### config.mk
export PLATFORM = sky130hd
export DESIGN_NAME = alu_seq
export DESIGN_NICKNAME = d
export VERILOG_FILES = /design/src/rtl/alu_pkg.sv /design/src/rtl/alu_iter.sv /design/src/rtl/alu_seq.sv
export SDC_FILE = /design/constraint.sdc
export NUM_CORES = 1
export LEC_CHECK = 0
export ABC_CLOCK_PERIOD_IN_PS = 10300
export CAP_MARGIN = 20
export CORE_MARGIN = 1
export CORE_UTILIZATION = 40
export DETAILED_ROUTE_END_ITERATION = 10
export GPL_TIMING_DRIVEN = 0
export PLACE_DENSITY = 0.54
export SKIP_CTS_REPAIR_TIMING = 1
export SLEW_MARGIN = 10
export SYNTH_ARGS = -nofsm -noshare
export SYNTH_HDL_FRONTEND = slang
export SYNTH_HIERARCHICAL = 1
export SYNTH_SLANG_ARGS = --single-unit
### constraint.sdc
create_clock -name clk -period 10.3 [get_ports clk]
set_clock_uncertainty 0.1 [all_clocks]
set_input_delay 1.545 -clock clk [delete_from_list [all_inputs] [get_ports clk]]
set_output_delay 1.545 -clock clk [all_outputs]
set_load 0.1 [all_outputs]
### src/rtl/alu_pkg.sv
// Shared definitions for the sequential ALU: opcodes, FSM states and
// the single-cycle/iterative opcode classifier.
package alu_pkg;

  localparam logic [3:0] OP_AND   = 4'd0;
  localparam logic [3:0] OP_OR    = 4'd1;
  localparam logic [3:0] OP_ADD   = 4'd2;
  localparam logic [3:0] OP_XOR   = 4'd3;
  localparam logic [3:0] OP_SLL   = 4'd4;
  localparam logic [3:0] OP_SRL   = 4'd5;
  localparam logic [3:0] OP_SUB   = 4'd6;
  localparam logic [3:0] OP_SLTU  = 4'd7;
  localparam logic [3:0] OP_SLT   = 4'd8;
  localparam logic [3:0] OP_SRA   = 4'd9;
  localparam logic [3:0] OP_MUL   = 4'd10;
  localparam logic [3:0] OP_MULHU = 4'd11;
  localparam logic [3:0] OP_NOR   = 4'd12;
  localparam logic [3:0] OP_DIVU  = 4'd13;
  localparam logic [3:0] OP_REMU  = 4'd14;
  localparam logic [3:0] OP_RSV   = 4'd15;

  typedef enum logic [1:0] {
    IDLE = 2'd0,
    RUN  = 2'd1,
    DONE = 2'd2
  } state_t;

  function automatic logic is_iterative(input logic [3:0] op);
    return (op == OP_MUL) || (op == OP_MULHU) || (op == OP_DIVU) || (op == OP_REMU);
  endfunction

endpackage

### src/rtl/alu_iter.sv
// Iterative datapath: unsigned shift-add multiply and restoring divide,
// one step per cycle, sharing the same hi/lo working registers.
module alu_iter
  import alu_pkg::*;
#(
  parameter int WIDTH = 32
) (
  input  logic             clk,
  input  logic             rst_n,
  input  logic             load,
  input  logic             step,
  input  logic [3:0]       op,
  input  logic [WIDTH-1:0] a,
  input  logic [WIDTH-1:0] b,
  output logic             last,
  output logic [WIDTH-1:0] result
);

  localparam int CW = $clog2(WIDTH) + 1;

  // Multiply: hi accumulates, lo holds the multiplier.
  // Divide: hi is the remainder, lo shifts the dividend out and the quotient in.
  logic [WIDTH-1:0] hi_reg, lo_reg, opnd_reg;
  logic [WIDTH-1:0] hi_next, lo_next;
  logic [CW-1:0]    count_reg;
  logic             div_reg, high_reg;
  logic [WIDTH:0]   mul_sum, div_shift;

  always_comb begin
    mul_sum   = {1'b0, hi_reg} + (lo_reg[0] ? {1'b0, opnd_reg} : '0);
    div_shift = {hi_reg, lo_reg[WIDTH-1]};
    hi_next   = hi_reg;
    lo_next   = lo_reg;
    if (div_reg) begin
      // A zero divisor always "fits", giving all-ones quotient and remainder = a.
      if (div_shift >= {1'b0, opnd_reg}) begin
        hi_next = div_shift[WIDTH-1:0] - opnd_reg;
        lo_next = {lo_reg[WIDTH-2:0], 1'b1};
      end else begin
        hi_next = div_shift[WIDTH-1:0];
        lo_next = {lo_reg[WIDTH-2:0], 1'b0};
      end
    end else begin
      {hi_next, lo_next} = {mul_sum, lo_reg[WIDTH-1:1]};
    end
  end

  // Result reflects the step in progress so the caller can register it on the final edge.
  assign result = high_reg ? hi_next : lo_next;
  assign last   = (count_reg == CW'(1));

  always_ff @(posedge clk or negedge rst_n) begin
    if (!rst_n) begin
      hi_reg    <= '0;
      lo_reg    <= '0;
      opnd_reg  <= '0;
      count_reg <= '0;
      div_reg   <= 1'b0;
      high_reg  <= 1'b0;
    end else if (load) begin
      div_reg   <= (op == OP_DIVU) || (op == OP_REMU);
      high_reg  <= (op == OP_MULHU) || (op == OP_REMU);
      hi_reg    <= '0;
      lo_reg    <= ((op == OP_DIVU) || (op == OP_REMU)) ? a : b;
      opnd_reg  <= ((op == OP_DIVU) || (op == OP_REMU)) ? b : a;
      count_reg <= CW'(WIDTH);
    end else if (step && (count_reg != '0)) begin
      hi_reg    <= hi_next;
      lo_reg    <= lo_next;
      count_reg <= count_reg - CW'(1);
    end
  end

endmodule

### src/rtl/alu_seq.sv
// Sequential ALU: single-cycle ops finish on the accept edge, multiply and
// divide run WIDTH steps in alu_iter; result held until the next done.
module alu_seq
  import alu_pkg::*;
#(
  parameter int WIDTH = 32,
  parameter int SHW   = $clog2(WIDTH)
) (
  input  logic             clk,
  input  logic             rst_n,
  input  logic             start,
  input  logic [3:0]       alu_control,
  input  logic [WIDTH-1:0] a,
  input  logic [WIDTH-1:0] b,
  output logic             busy,
  output logic             done,
  output logic [WIDTH-1:0] alu_out,
  output logic             zero,
  output logic             ovf
);

  state_t           state_reg, state_next;
  logic             iter_load, iter_step, iter_last;
  logic [WIDTH-1:0] iter_result;
  logic [WIDTH-1:0] comb_out;
  logic             comb_ovf;
  logic [WIDTH-1:0] sum, diff;
  logic [SHW-1:0]   sh;
  logic [WIDTH-1:0] alu_out_reg;
  logic             zero_reg, ovf_reg;

  assign sum  = a + b;
  assign diff = a - b;
  assign sh   = b[SHW-1:0];

  always_comb begin
    comb_out = '0;
    comb_ovf = 1'b0;
    case (alu_control)
      OP_AND:  comb_out = a & b;
      OP_OR:   comb_out = a | b;
      OP_XOR:  comb_out = a ^ b;
      OP_NOR:  comb_out = ~(a | b);
      OP_ADD: begin
        comb_out = sum;
        comb_ovf = (a[WIDTH-1] == b[WIDTH-1]) && (sum[WIDTH-1] != a[WIDTH-1]);
      end
      OP_SUB: begin
        comb_out = diff;
        comb_ovf = (a[WIDTH-1] != b[WIDTH-1]) && (diff[WIDTH-1] != a[WIDTH-1]);
      end
      OP_SLL:  comb_out = a << sh;
      OP_SRL:  comb_out = a >> sh;
      OP_SRA:  comb_out = $unsigned($signed(a) >>> sh);
      OP_SLTU: comb_out = {{(WIDTH-1){1'b0}}, (a < b)};
      OP_SLT:  comb_out = {{(WIDTH-1){1'b0}}, ($signed(a) < $signed(b))};
      default: comb_out = '0;
    endcase
  end

  always_ff @(posedge clk or negedge rst_n) begin
    if (!rst_n) state_reg <= IDLE;
    else        state_reg <= state_next;
  end

  always_comb begin
    state_next = state_reg;
    iter_load  = 1'b0;
    iter_step  = 1'b0;
    case (state_reg)
      IDLE: begin
        if (start) begin
          iter_load  = is_iterative(alu_control);
          state_next = is_iterative(alu_control) ? RUN : DONE;
        end
      end
      RUN: begin
        iter_step = 1'b1;
        if (iter_last) state_next = DONE;
      end
      DONE:    state_next = IDLE;
      default: state_next = IDLE;
    endcase
  end

  // Outputs move only on the edge that enters DONE.
  always_ff @(posedge clk or negedge rst_n) begin
    if (!rst_n) begin
      alu_out_reg <= '0;
      zero_reg    <= 1'b1;
      ovf_reg     <= 1'b0;
    end else if ((state_reg == IDLE) && start && !is_iterative(alu_control)) begin
      alu_out_reg <= comb_out;
      zero_reg    <= (comb_out == '0);
      ovf_reg     <= comb_ovf;
    end else if ((state_reg == RUN) && iter_last) begin
      alu_out_reg <= iter_result;
      zero_reg    <= (iter_result == '0);
      ovf_reg     <= 1'b0;
    end
  end

  alu_iter #(.WIDTH(WIDTH)) u_iter (
    .clk    (clk),
    .rst_n  (rst_n),
    .load   (iter_load),
    .step   (iter_step),
    .op     (alu_control),
    .a      (a),
    .b      (b),
    .last   (iter_last),
    .result (iter_result)
  );

  assign busy    = (state_reg != IDLE);
  assign done    = (state_reg == DONE);
  assign alu_out = alu_out_reg;
  assign zero    = zero_reg;
  assign ovf     = ovf_reg;

endmodule
==> reports/metrics.yaml, run 1 <==
yosys:
  synth_top_area_share_pct: 15.2
  ys_types: 107
  yosysTopAreaCell: "dfrtp_1"
  synth_seq_area_share_pct: 15.4
  syn_avg_cell_area_sq_um: 7.60
  ys.flop_type: "dfrtp_1"
  synth-seq-cells: 140
  synth_area_sq_mm: 0.0228
  syn_inst: 3004
  synth.net_count: 3254
  synthArstFlopShare_pct: 100
  synth.area.top_cells: "dfrtp_1 15%, ha_1 9.6%, mux2i_1 9.2%"
  yosys_warnings: 6
  synth-edff-count: 0
finish:
  mostFrequentLayoutCell: "nor2_1"
  layout_common_cells: "276 x nor2_1, 268 x a21oi_1, 227 x nand2_1, 210 x mux2i_1, 176 x clkbuf_1"
  nets: 3385
  postLayoutCellArea_sq_mm: 0.0256
  syn_to_final_growth_pct: 11.9
  drive_gt1_share_pct: 7.31
die:
  core_sq_mm: 0.0564
  die_w_um: 241
  start_util_pct: 40.5
  rows: 87
  die_y_um: 241
  dieArea_sq_mm: 0.0580
  ioPinCount: 107
timing:
  slew_viol_final: 0
  rsz0062_at_grt: "no"
  slew_headroom_pct: 9.23
  finalCritPeriodShare_pct: 89.2
  tightest_slew_ns: 1.36
  finalSetupViolCount: 0
  fmax_ghz: 0.109
  hold_viol_final: 0
  tns_ns: 0
  min_period_ns: 9.19
  setup_slack_ns: 1.11
place:
  placed_area_sq_mm: 0.0249
  io_buffers: 106
  dpl.hpwl_mm: 109
  pre_cts_ws_ns: 0.981
  gp_congestion: 1.08
setup_path:
  worstPathMaxFanout: 12
  slowest_stage: "clkdlybuf4s50_1"
  path_cells: "clkdlybuf4s50_1 -> buf_2 -> inv_2 -> buf_1 -> buf_1 -> clkbuf_2 -> fa_1 -> nor2b_1 -> o21a_1 -> o31a_1 -> o311ai_0 -> nand4_1 -> a211oi_1 -> nand4_1 -> or4_1 -> nor4_1 -> nand4_1 -> o41ai_2"
  path_buf_inv: 6
  arrival_ns: 9.43
  path_class: "in -> reg"
  cp_data_required_time_ns: 10.55
  end_kind: "flop"
  cp_top_family: "buffers and inverters"
  worst_setup_path_start_kind: "primary input"
  cpMostUsedCell: "nand4_1"
  cpPeakStageDelay_ns: 0.81
  r2r_slack_ns: 3.72
clock_network:
  clkLatencyLatePin_ns: 0.44
  numCtsBuffers: 17
  h-tree-depth: 4
  clkTransAtPathRegs_ns: 0.06
  clock-root-buffer: "clkbuf_16"
  clk_path_buf_depth: 2
  cts_tree: "yes"
  clock_sinks: 140
routing:
  wl_per_cell_um: 34.2
  drt-vias-per-instance: 6.90
  drt_iter0_drc: 3296
  routed_wl_mm: 134
  drc: 0
  vias: 27000
  drt-pass1-iter-count: 6
  ant_nets: 0
global_route:
  grt_overflow_total: 0
  grt_pass1_wl_mm: 188
  grt_usage_pct: 45.4
  grt_max_degree: 109
  grt_pass1_vias: 26500
  antenna_found_initial: 6
min_path:
  hp-class: "reg -> reg"
outcome:
  status: "finished, final reports clean"
power:
  power_leakage_uw: 0.0105
  ir_worst_vdd_v: 0.000122
  total_power_uw: 2030
  power_density_mw_per_mm2: 79.3
flow_run:
  max_cap_viol_count: 0
path summary, 6_finish.rpt:
| kind | startpoint | cells after the start | endpoint |
|---|---|---|---|
| max | b[1] | 18 | zero |
| min | alu_out[1] | 2 | alu_out[1] |
| max reg2reg | u_iter/lo_reg[0] | 19 | zero |
| min reg2reg | alu_out[1] | 2 | alu_out[1] |
| max in group asynchronous | rst_n | 2 | u_iter/count_reg[5] |
| min in group asynchronous | rst_n | 1 | u_iter/hi_reg[28] |
power breakdown:
group	internal (uW)	leakage, uW	switching (uW)	total (uW)
combinational	247	0.00860	560	806
sequential	550	0.00164	0	550
clock	409	0.000300	261	670
total	1210	0.0105	821	2030
cell usage after synthesis (10+ instances only):
master    count
nor3_1       58
mux2i_1     210
mux2_2       43
dfrtp_1     139
a22o_1       11
nor4_1       39
a311oi_1     16
o21a_1       16
and4_1       10
a21oi_1     268
mux4_2       37
a221oi_1     17
a222oi_1     13
nor2b_1      28
a211oi_1     80
xnor2_1      59
a21o_1       37
a22oi_1      45
o21bai_1     19
and2_1       50
and3_1       19
o22ai_1      42
inv_1       160
xor2_1       24
o31ai_1      26
buf_1        21
nand2_1     227
a32oi_1      11
a211o_1      18
or2_2        17
or3_1        11
nand3b_1     10
nand4_1      34
o21ai_0     147
buf_2        30
ha_1        175
o221ai_1     25
a31oi_1      23
clkbuf_1    174
nand2b_1     34
nand3_1      58
nor2_1      276
o211ai_1     35
a221o_1      13
metal layers:
metal	track usage (%)	vias up	wire (um)	share of wire, %
met2	75.2	1798	61200	46
met1	48.9	13000	46800	35
met5	0	-	67	0.050
li1	-	11500	-	-
met3	8.74	645	10800	8.1
met4	42.4	10	14800	11
final cells by class:
class	count	area, sq um
Clock buffer	20	437
Clock inverter	12	185
Buffer	239	1020
Timing Repair Buffer	112	1130
Fill cell	5836	30800
Inverter	164	616
Sequential cell	140	3500
Antenna cell	2	5.00
Tap cell	756	946
Multi-Input combinational cell	2461	17700
per-stage QoR:
step | cells | hold slack (ns) | util (%)
floorplan | 3004 | 0.394 | -
global placement | 3866 | 0.384 | 44.0
detailed placement | 3871 | 0.386 | 44.2
CTS | 3903 | 0.405 | 45.3
global route | 3904 | 0.422 | 45.3
finish | 3906 | 0.402 | 45.3
logic make-up after synthesis:
family | synth area share [%]
buffers and inverters | 7.18
xor gates and xnor gates | 3.18
and+or+nand+nor | 19.9
DFF | 15.4
muxes | 15.2
adders and majority gates | 9.94
AOI/OAI and AO/OA | 29.3
worst register-to-register path: cells and delay by family (launching register included):
kind / cells / cell delay, ns
fa+ha+maj: 2 / 0.58
mux: 1 / 0.67
simple gates: 5 / 0.94
compound gates: 9 / 2.89
buf+inv: 2 / 0.67
flops: 1 / 0.64
Note: power is estimated with default switching activity, not from simulation.
==> run 2: changes to the inputs <==
--- a/config.mk
+++ b/config.mk
@@ -6,7 +6,7 @@
 export NUM_CORES = 1
 export LEC_CHECK = 0
 export ABC_CLOCK_PERIOD_IN_PS = 10300
-export CAP_MARGIN = 20
+export CAP_MARGIN = 10
 export CORE_MARGIN = 1
 export CORE_UTILIZATION = 40
 export DETAILED_ROUTE_END_ITERATION = 10
@@ -16,5 +16,4 @@
 export SLEW_MARGIN = 10
 export SYNTH_ARGS = -nofsm -noshare
 export SYNTH_HDL_FRONTEND = slang
-export SYNTH_HIERARCHICAL = 1
 export SYNTH_SLANG_ARGS = --single-unit
==> run 2 against run 1 <==
  * Hold slack better by 0.0064 ns
  * Cell count down 4.9%
  * Sequential share of layout area up 0.63 points
  * Area after synthesis fell by 4.4%
  * Setup slack worse by 0.17 ns
  * Combinational power down 10%
  * Total power down 5.0%
  * Core utilization about the same
  * Fmax shrank 1.8%
  * Synthesized cell count down 4.3%
  * Critical path depth grew 2
  * Non-clock buffer count fell by 14
==> reports/metrics.yaml, run 2 <==
outcome:
  status: "finished, final reports clean"
yosys:
  syn_inst: 2875  # -4.3%
  synth_area_sq_mm: 0.0218  # -4.4%
  synth.net_count: 3126  # -3.9%
  yosysMostFrequentCell: "nand2_1"
  synth_seq_area_share_pct: 16.1  # +0.70 points
  ys.flop_type: "dfrtp_1"
  yosysTopAreaCell: "dfrtp_1"
  synth_common_cells: "282 x nand2_1, 223 x nor2_1, 206 x a21oi_1, 196 x o21ai_0, 177 x clkbuf_1"
  ys_types: 98  # -8.4%
  yosys_warnings: 0  # -6
  synth.area.top_cells: "dfrtp_1 16%, ha_1 10%, mux2i_1 7.1%"
  synth-seq-cells: 140  # unchanged
  syn_avg_cell_area_sq_um: 7.59  # about the same
  synth_top_area_share_pct: 15.9  # +0.70 points
  synthArstFlopShare_pct: 100  # unchanged
  synth-edff-count: 0  # unchanged
global_route:
  grt_pass1_vias: 24600  # -7.3%
  grt_usage_pct: 43.0  # -2.4 points
  antenna_found_initial: 2  # -4
  grt_overflow_total: 0  # unchanged
  grt_max_degree: 85  # -22%
  grt_pass1_wl_mm: 174  # -7.3%
place:
  placedCellCount: 3680  # -4.9%
  io_buffers: 105  # -0.94%
  gp_congestion: 1.09  # +1.3%
  placed_area_sq_mm: 0.0238  # -4.4%
  dpl.hpwl_mm: 99.0  # -8.8%
finish:
  drive_gt1_share_pct: 6.43  # -0.87 points
  postLayoutCellArea_sq_mm: 0.0244  # -4.4%
  fin_cells: 3713  # -4.9%
  nets: 3254  # -3.9%
  mostFrequentLayoutCell: "nand2_1"
  fin_util_pct: 45.3  # about the same
  layout_common_cells: "282 x nand2_1, 223 x nor2_1, 206 x a21oi_1, 196 x o21ai_0, 177 x clkbuf_1"
  syn_to_final_growth_pct: 11.9  # about the same
die:
  start_util_pct: 40.5  # about the same
  die_y_um: 236  # -2.2%
  core_sq_mm: 0.0539  # -4.4%
  die_w_um: 236  # -2.2%
  ioPinCount: 107  # unchanged
  rows: 85  # -2.3%
  dieArea_sq_mm: 0.0555  # -4.3%
timing:
  holdWs_ns: 0.409  # +0.00636 ns
  finalCritPeriodShare_pct: 90.8  # +1.6 points
  hold_viol_final: 0  # unchanged
  slew_viol_final: 0  # unchanged
  tns_ns: 0  # unchanged
  fmax_ghz: 0.107  # -1.8%
  min_period_ns: 9.36  # +0.167 ns
  finalSetupViolCount: 0  # unchanged
  slew_headroom_pct: 12.9  # +3.7 points
  tightest_slew_ns: 1.27  # -0.0836 ns
  rsz0062_at_grt: "no"
routing:
  drc: 0  # unchanged
  wl_per_cell_um: 33.0  # -3.6%
  vias: 25400  # -5.9%
  routed_wl_mm: 122  # -8.4%
  drt_iter0_drc: 3047  # -7.6%
  drt-vias-per-instance: 6.83  # -1.0%
  drt-pass1-iter-count: 6  # unchanged
  ant_nets: 0  # unchanged
setup_path:
  end_kind: "flop"
  crit_start: "b[2]"
  worstPathMaxFanout: 11  # -1
  arrival_ns: 9.64  # +0.21 ns
  rr_startpoint: "u_iter.opnd_reg[14]"
  path_class: "in -> reg"
  worst_setup_path_start_kind: "primary input"
  cp_data_required_time_ns: 10.59  # +0.04 ns
clock_network:
  clock-root-buffer: "clkbuf_16"
  clock_sinks: 140  # unchanged
  numCtsBuffers: 17  # unchanged
  clkLatencyLatePin_ns: 0.46  # +0.02 ns
  clkTransAtPathRegs_ns: 0.07  # about the same
  cts_tree: "yes"
  h-tree-depth: 4  # unchanged
  clk_path_buf_depth: 2  # unchanged
power:
  power_leakage_uw: 0.00972  # -7.7%
  share_seq_of_total_power_pct: 28.5  # +1.4 points
  p_int_uw: 1130  # -6.7%
  p_comb_share_pct: 37.6  # -2.2 points
  netSwitchingFraction_pct: 41.6  # +1.1 points
  power_density_mw_per_mm2: 78.8  # -0.59%
  ir_worst_vdd_v: 0.0000963  # -21%
  clock_power_share_pct: 33.9  # +0.8 points
  netSwitchingPower_uw: 800  # -2.5%
min_path:
  hp-class: "reg -> reg"
  hp-start: "zero"
flow_run:
  max_cap_viol_count: 0  # unchanged
run 2: worst max-delay path: stages:
cell	delay, ns
clkdlybuf4s50_1	0.45
clkbuf_1	0.31
inv_1	0.24
buf_2	0.40
buf_1	0.64
clkbuf_1	0.64
clkbuf_1	0.68
ha_1	0.38
nor2_1	0.11
o311ai_0	0.85
a31oi_1	0.55
nor3_1	0.85
nor3_1	0.14
nor3b_1	0.35
nand3b_1	0.33
nor4_1	0.34
nand4_1	0.17
nor4_1	0.32
nand3_1	0.18
o211ai_2	0.14
run 2: layout make-up:
| cell class | count | area, sq um |
|---|---|---|
| Clock buffer | 17 | 425 |
| Inverter | 155 | 582 |
| Sequential cell | 140 | 3500 |
| Clock inverter | 15 | 175 |
| Tap cell | 696 | 871 |
| Antenna cell | 1 | 2.50 |
| Multi-Input combinational cell | 2352 | 16900 |
| Buffer | 228 | 910 |
| Fill cell | 5571 | 29500 |
| Timing Repair Buffer | 109 | 1100 |
run 2: power groups by stage:
stage | Clock, uW | Combinational (uW) | Sequential [uW]
finish | 652 | 724 | 549
global placement | 0 | 683 | 560
CTS | 653 | 687 | 549
floorplan | 0 | 396 | 560
detailed placement | 0 | 684 | 560
global route | 675 | 749 | 549
run 2: routing by layer:
layer,GRT usage [%],share of wire (%),routed length [um],up-vias
met3,7.45,8.4,10200,430
li1,-,-,-,11000
met1,51.0,38,46100,12300
met5,0,0.011,13,-
met2,70.4,46,55800,1640
met4,30.8,8.4,10300,2
run 2: through the flow:
stage	power, uW	setup WS, ns
finish	1930	0.945
floorplan	956	4.21
global placement	1240	0.865
detailed placement	1240	0.854
global route	1970	0.766
CTS	1890	1.29
run 2: kinds of logic after synthesis:
| group | synth area share [%] |
|---|---|
| compound gates | 29.9 |
| mux | 13.9 |
| fa+ha+maj | 10.5 |
| flops | 16.1 |
| buf+inv | 6.83 |
| xor+xnor | 2.77 |
| simple gates | 20.1 |
run 2: path summary, 6_finish.rpt:
kind,to,slack (ns),cells past startpoint
max in group asynchronous,u_iter.lo_reg[3],8.36,2
worst max register to register,zero,4.04,15
worst min register to register,zero,0.41,2
min in group asynchronous,u_iter.count_reg[0],0.89,1
worst min-delay path,zero,0.41,2
worst max-delay path,zero,0.94,20
==> edit (settings of run 2) <==
Reset style: synchronous (`rst_n`), changed in 3 clocked blocks.
--- a/src/rtl/alu_iter.sv
+++ b/src/rtl/alu_iter.sv
@@ -50,5 +50,5 @@
   assign last   = (count_reg == CW'(1));
 
-  always_ff @(posedge clk or negedge rst_n) begin
+  always_ff @(posedge clk) begin
     if (!rst_n) begin
       hi_reg    <= '0;
--- a/src/rtl/alu_seq.sv
+++ b/src/rtl/alu_seq.sv
@@ -59,5 +59,5 @@
   end
 
-  always_ff @(posedge clk or negedge rst_n) begin
+  always_ff @(posedge clk) begin
     if (!rst_n) state_reg <= IDLE;
     else        state_reg <= state_next;
@@ -85,5 +85,5 @@
 
   // Outputs move only on the edge that enters DONE.
-  always_ff @(posedge clk or negedge rst_n) begin
+  always_ff @(posedge clk) begin
     if (!rst_n) begin
       alu_out_reg <= '0;
Formal check against the unedited RTL: differs if rst_n is asserted again (counterexample within 4 cycles, from zero or initial values and one cycle with rst_n low); with rst_n held inactive, the same outputs for 4 cycles.
==> edit against run 2 <==
Routed wire length grew 9.2%; utilization grew 0.078 points; final cell count grew 4.7%; worst setup slack gained 1.1 ns; power grew 35%; clock power shrank 4.1%; final area grew 0.37%; area after synthesis grew 0.73%; sequential cell count is the same.
==> edit: results (changes against run 2) <==
For the sequential cell area fraction in the yosys report, the log shows 0.127 (-0.0331). In the synthesized netlist, the cells that appear most often are nor2_1, a21oi_1, nand2_1, ha_1, mux2i_1. The CTS buffer count was 17 (unchanged). The post-detailed-placement cell area was 0.0239 mm2 (+0.42%); the post-synth net total was 3301 (+5.6%). The slew at the pin closest to its max-slew limit was 1.28 ns (+0.0106 ns). The leftover overflow at the end of global routing is 0 (unchanged). Buffer type at the clock tree root: clkbuf_16. Per-cell via count in the routed design: 7.05 (+3.1%). The tools report the number of warning messages in the yosys log as 0 (unchanged). Total global-route track usage: 0.463 (+0.0330). For the maximum number of buffers from clock root to sink, the log shows 2 (unchanged).

The distinct cell type count after synthesis is 101 (+3.1%), and the number of filler instances in the final layout is 5579 (+0.14%). Sum of net half-perimeters after detailed placement: 108000 um (+9.3%). In the post-synthesis netlist, the biggest area contributors are dfxtp_1, ha_1, mux2i_1. The run finished with clean final reports. For the count of TritonRoute iterations in the first routing pass, the log shows 8 (+2). The maximum number of pins on one net before global-route repair was 17 (-80%); the cell leakage power was 9.50 nW (-2.2%). The run gives 3427 (+5.3%) as the number of nets in the layout.

The CTS clock-pin slew for the worst setup and hold paths was 0.06 ns; the wire length of the first global-routing pass was 189000 um (+8.5%). The count of buffers from port buffering was 103 (-1.9%); the via count of the first global-routing pass was 26327 (+7.1%). The fraction of final layout cells sized beyond drive strength 1 is 0.0740 (+0.00968).

The logs give 0.0245 mm2 (+0.37%) for the area of all placed cells without fillers and 0.0921 mV (-4.4%) for the largest voltage drop on the vdd net. The tools report the H-tree depth reported by CTS as 4 (unchanged). At the later pin of the worst-skew pair, clock insertion delay measures 0.45 ns. The tools report the final RePlAce weighted congestion as 1.05 (-3.6%).

For the number of DRC markers after the initial detailed-route iteration, the log shows 3476 (+14%). Worst min-delay path class: register to register. The total detailed-routing wirelength is 134000 um (+9.2%), and the share of flip-flops with an asynchronous set or reset is 0 (-1.00).

The arrival time at the worst endpoint is 8.55 ns (-1.09 ns), and the largest driver fanout on the critical path is 11 (unchanged). Initial antenna violation count: 5 (+3).
edit: cell types whose count changed after synthesis, moves of 44 or more:
| cell | run 2 | this run |
|---|---|---|
| a21oi_1 | 206 | 250 |
| nor2_1 | 223 | 348 |
| dfrtp_1 | 139 | 0 |
| a211oi_1 | 33 | 89 |
| dfxtp_1 | 0 | 140 |
| o21ai_0 | 196 | 127 |
edit: power breakdown:
part           internal, mW  switching (mW)
clock                 0.357           0.268
combinational         0.416           0.957
sequential            0.569          0.0339
total                  1.34            1.26
edit: through the flow:
| stage | worst slack (ns) | hold slack, ns | power (mW) | cells |
|---|---|---|---|---|
| 2_1_floorplan | 4.73 | 0.329 | 1.41 | 3050 |
| 3_3_place_gp | 1.68 | 0.350 | 1.91 | 3849 |
| 3_5_place_dp | 1.78 | 0.358 | 1.91 | 3851 |
| 4_1_cts | 2.22 | 0.371 | 2.53 | 3883 |
| 5_1_grt | 2.05 | 0.405 | 2.66 | 3885 |
| 6_report | 2.04 | 0.372 | 2.60 | 3889 |
edit: kinds of logic (layout without fill, tap and decap cells):
family | count (synthesis) | count (layout) | synth area share
and+or+nand+nor | 1012 | 1012 | 0.220
AOI/OAI and AO/OA | 1001 | 1001 | 0.311
buffers and inverters | 395 | 534 | 0.0747
muxes | 254 | 254 | 0.135
adders and majority gates | 180 | 180 | 0.104
DFF | 140 | 140 | 0.127
xor gates and xnor gates | 68 | 68 | 0.0271
other | 0 | 4 | 0
edit: path summary, 6_finish.rpt:
check | start | end | slack [ns] | cells past startpoint
max | b[3] | zero | 2.04 | 19
min | alu_out[19] | alu_out[19] | 0.37 | 2
max reg2reg | u_iter.opnd_reg[18] | zero | 4.36 | 16
min reg2reg | alu_out[19] | alu_out[19] | 0.37 | 2
edit: worst max-delay path, stage by stage:
cell             delay, ns
clkdlybuf4s50_1       0.45
clkbuf_1              0.25
inv_1                 0.50
clkbuf_1              0.71
buf_1                 0.84
ha_1                  0.39
buf_2                 0.18
nor2_1                0.14
a2111oi_0             0.21
o311a_1               0.43
o31ai_1               0.75
a21oi_1               0.30
a221o_1               0.45
a221o_1               0.40
and4bb_1              0.31
nand4bb_1             0.14
nor4b_2               0.27
nand4_1               0.13
nand4_1               0.14
edit: cell type report:
type                       instances  share of cell area
multi-input combinational       2515               0.716
sequential                       140               0.114
buffer                           245              0.0440
timing repair buffer             107              0.0431
tap                              696              0.0355
inverter                         150              0.0230
clock buffer                      19              0.0177
clock inverter                    13             0.00572
antenna                            4            0.000408
edit: metal layers:
| layer | vias to the layer above | routed length [um] | GRT usage |
|---|---|---|---|
| met3 | 651 | 14000 | 0.118 |
| met5 | - | 11 | 0.00346 |
| met2 | 2053 | 57800 | 0.725 |
| met4 | 2 | 12900 | 0.389 |
| li1 | 11634 | - | - |
| met1 | 13067 | 48900 | 0.530 |
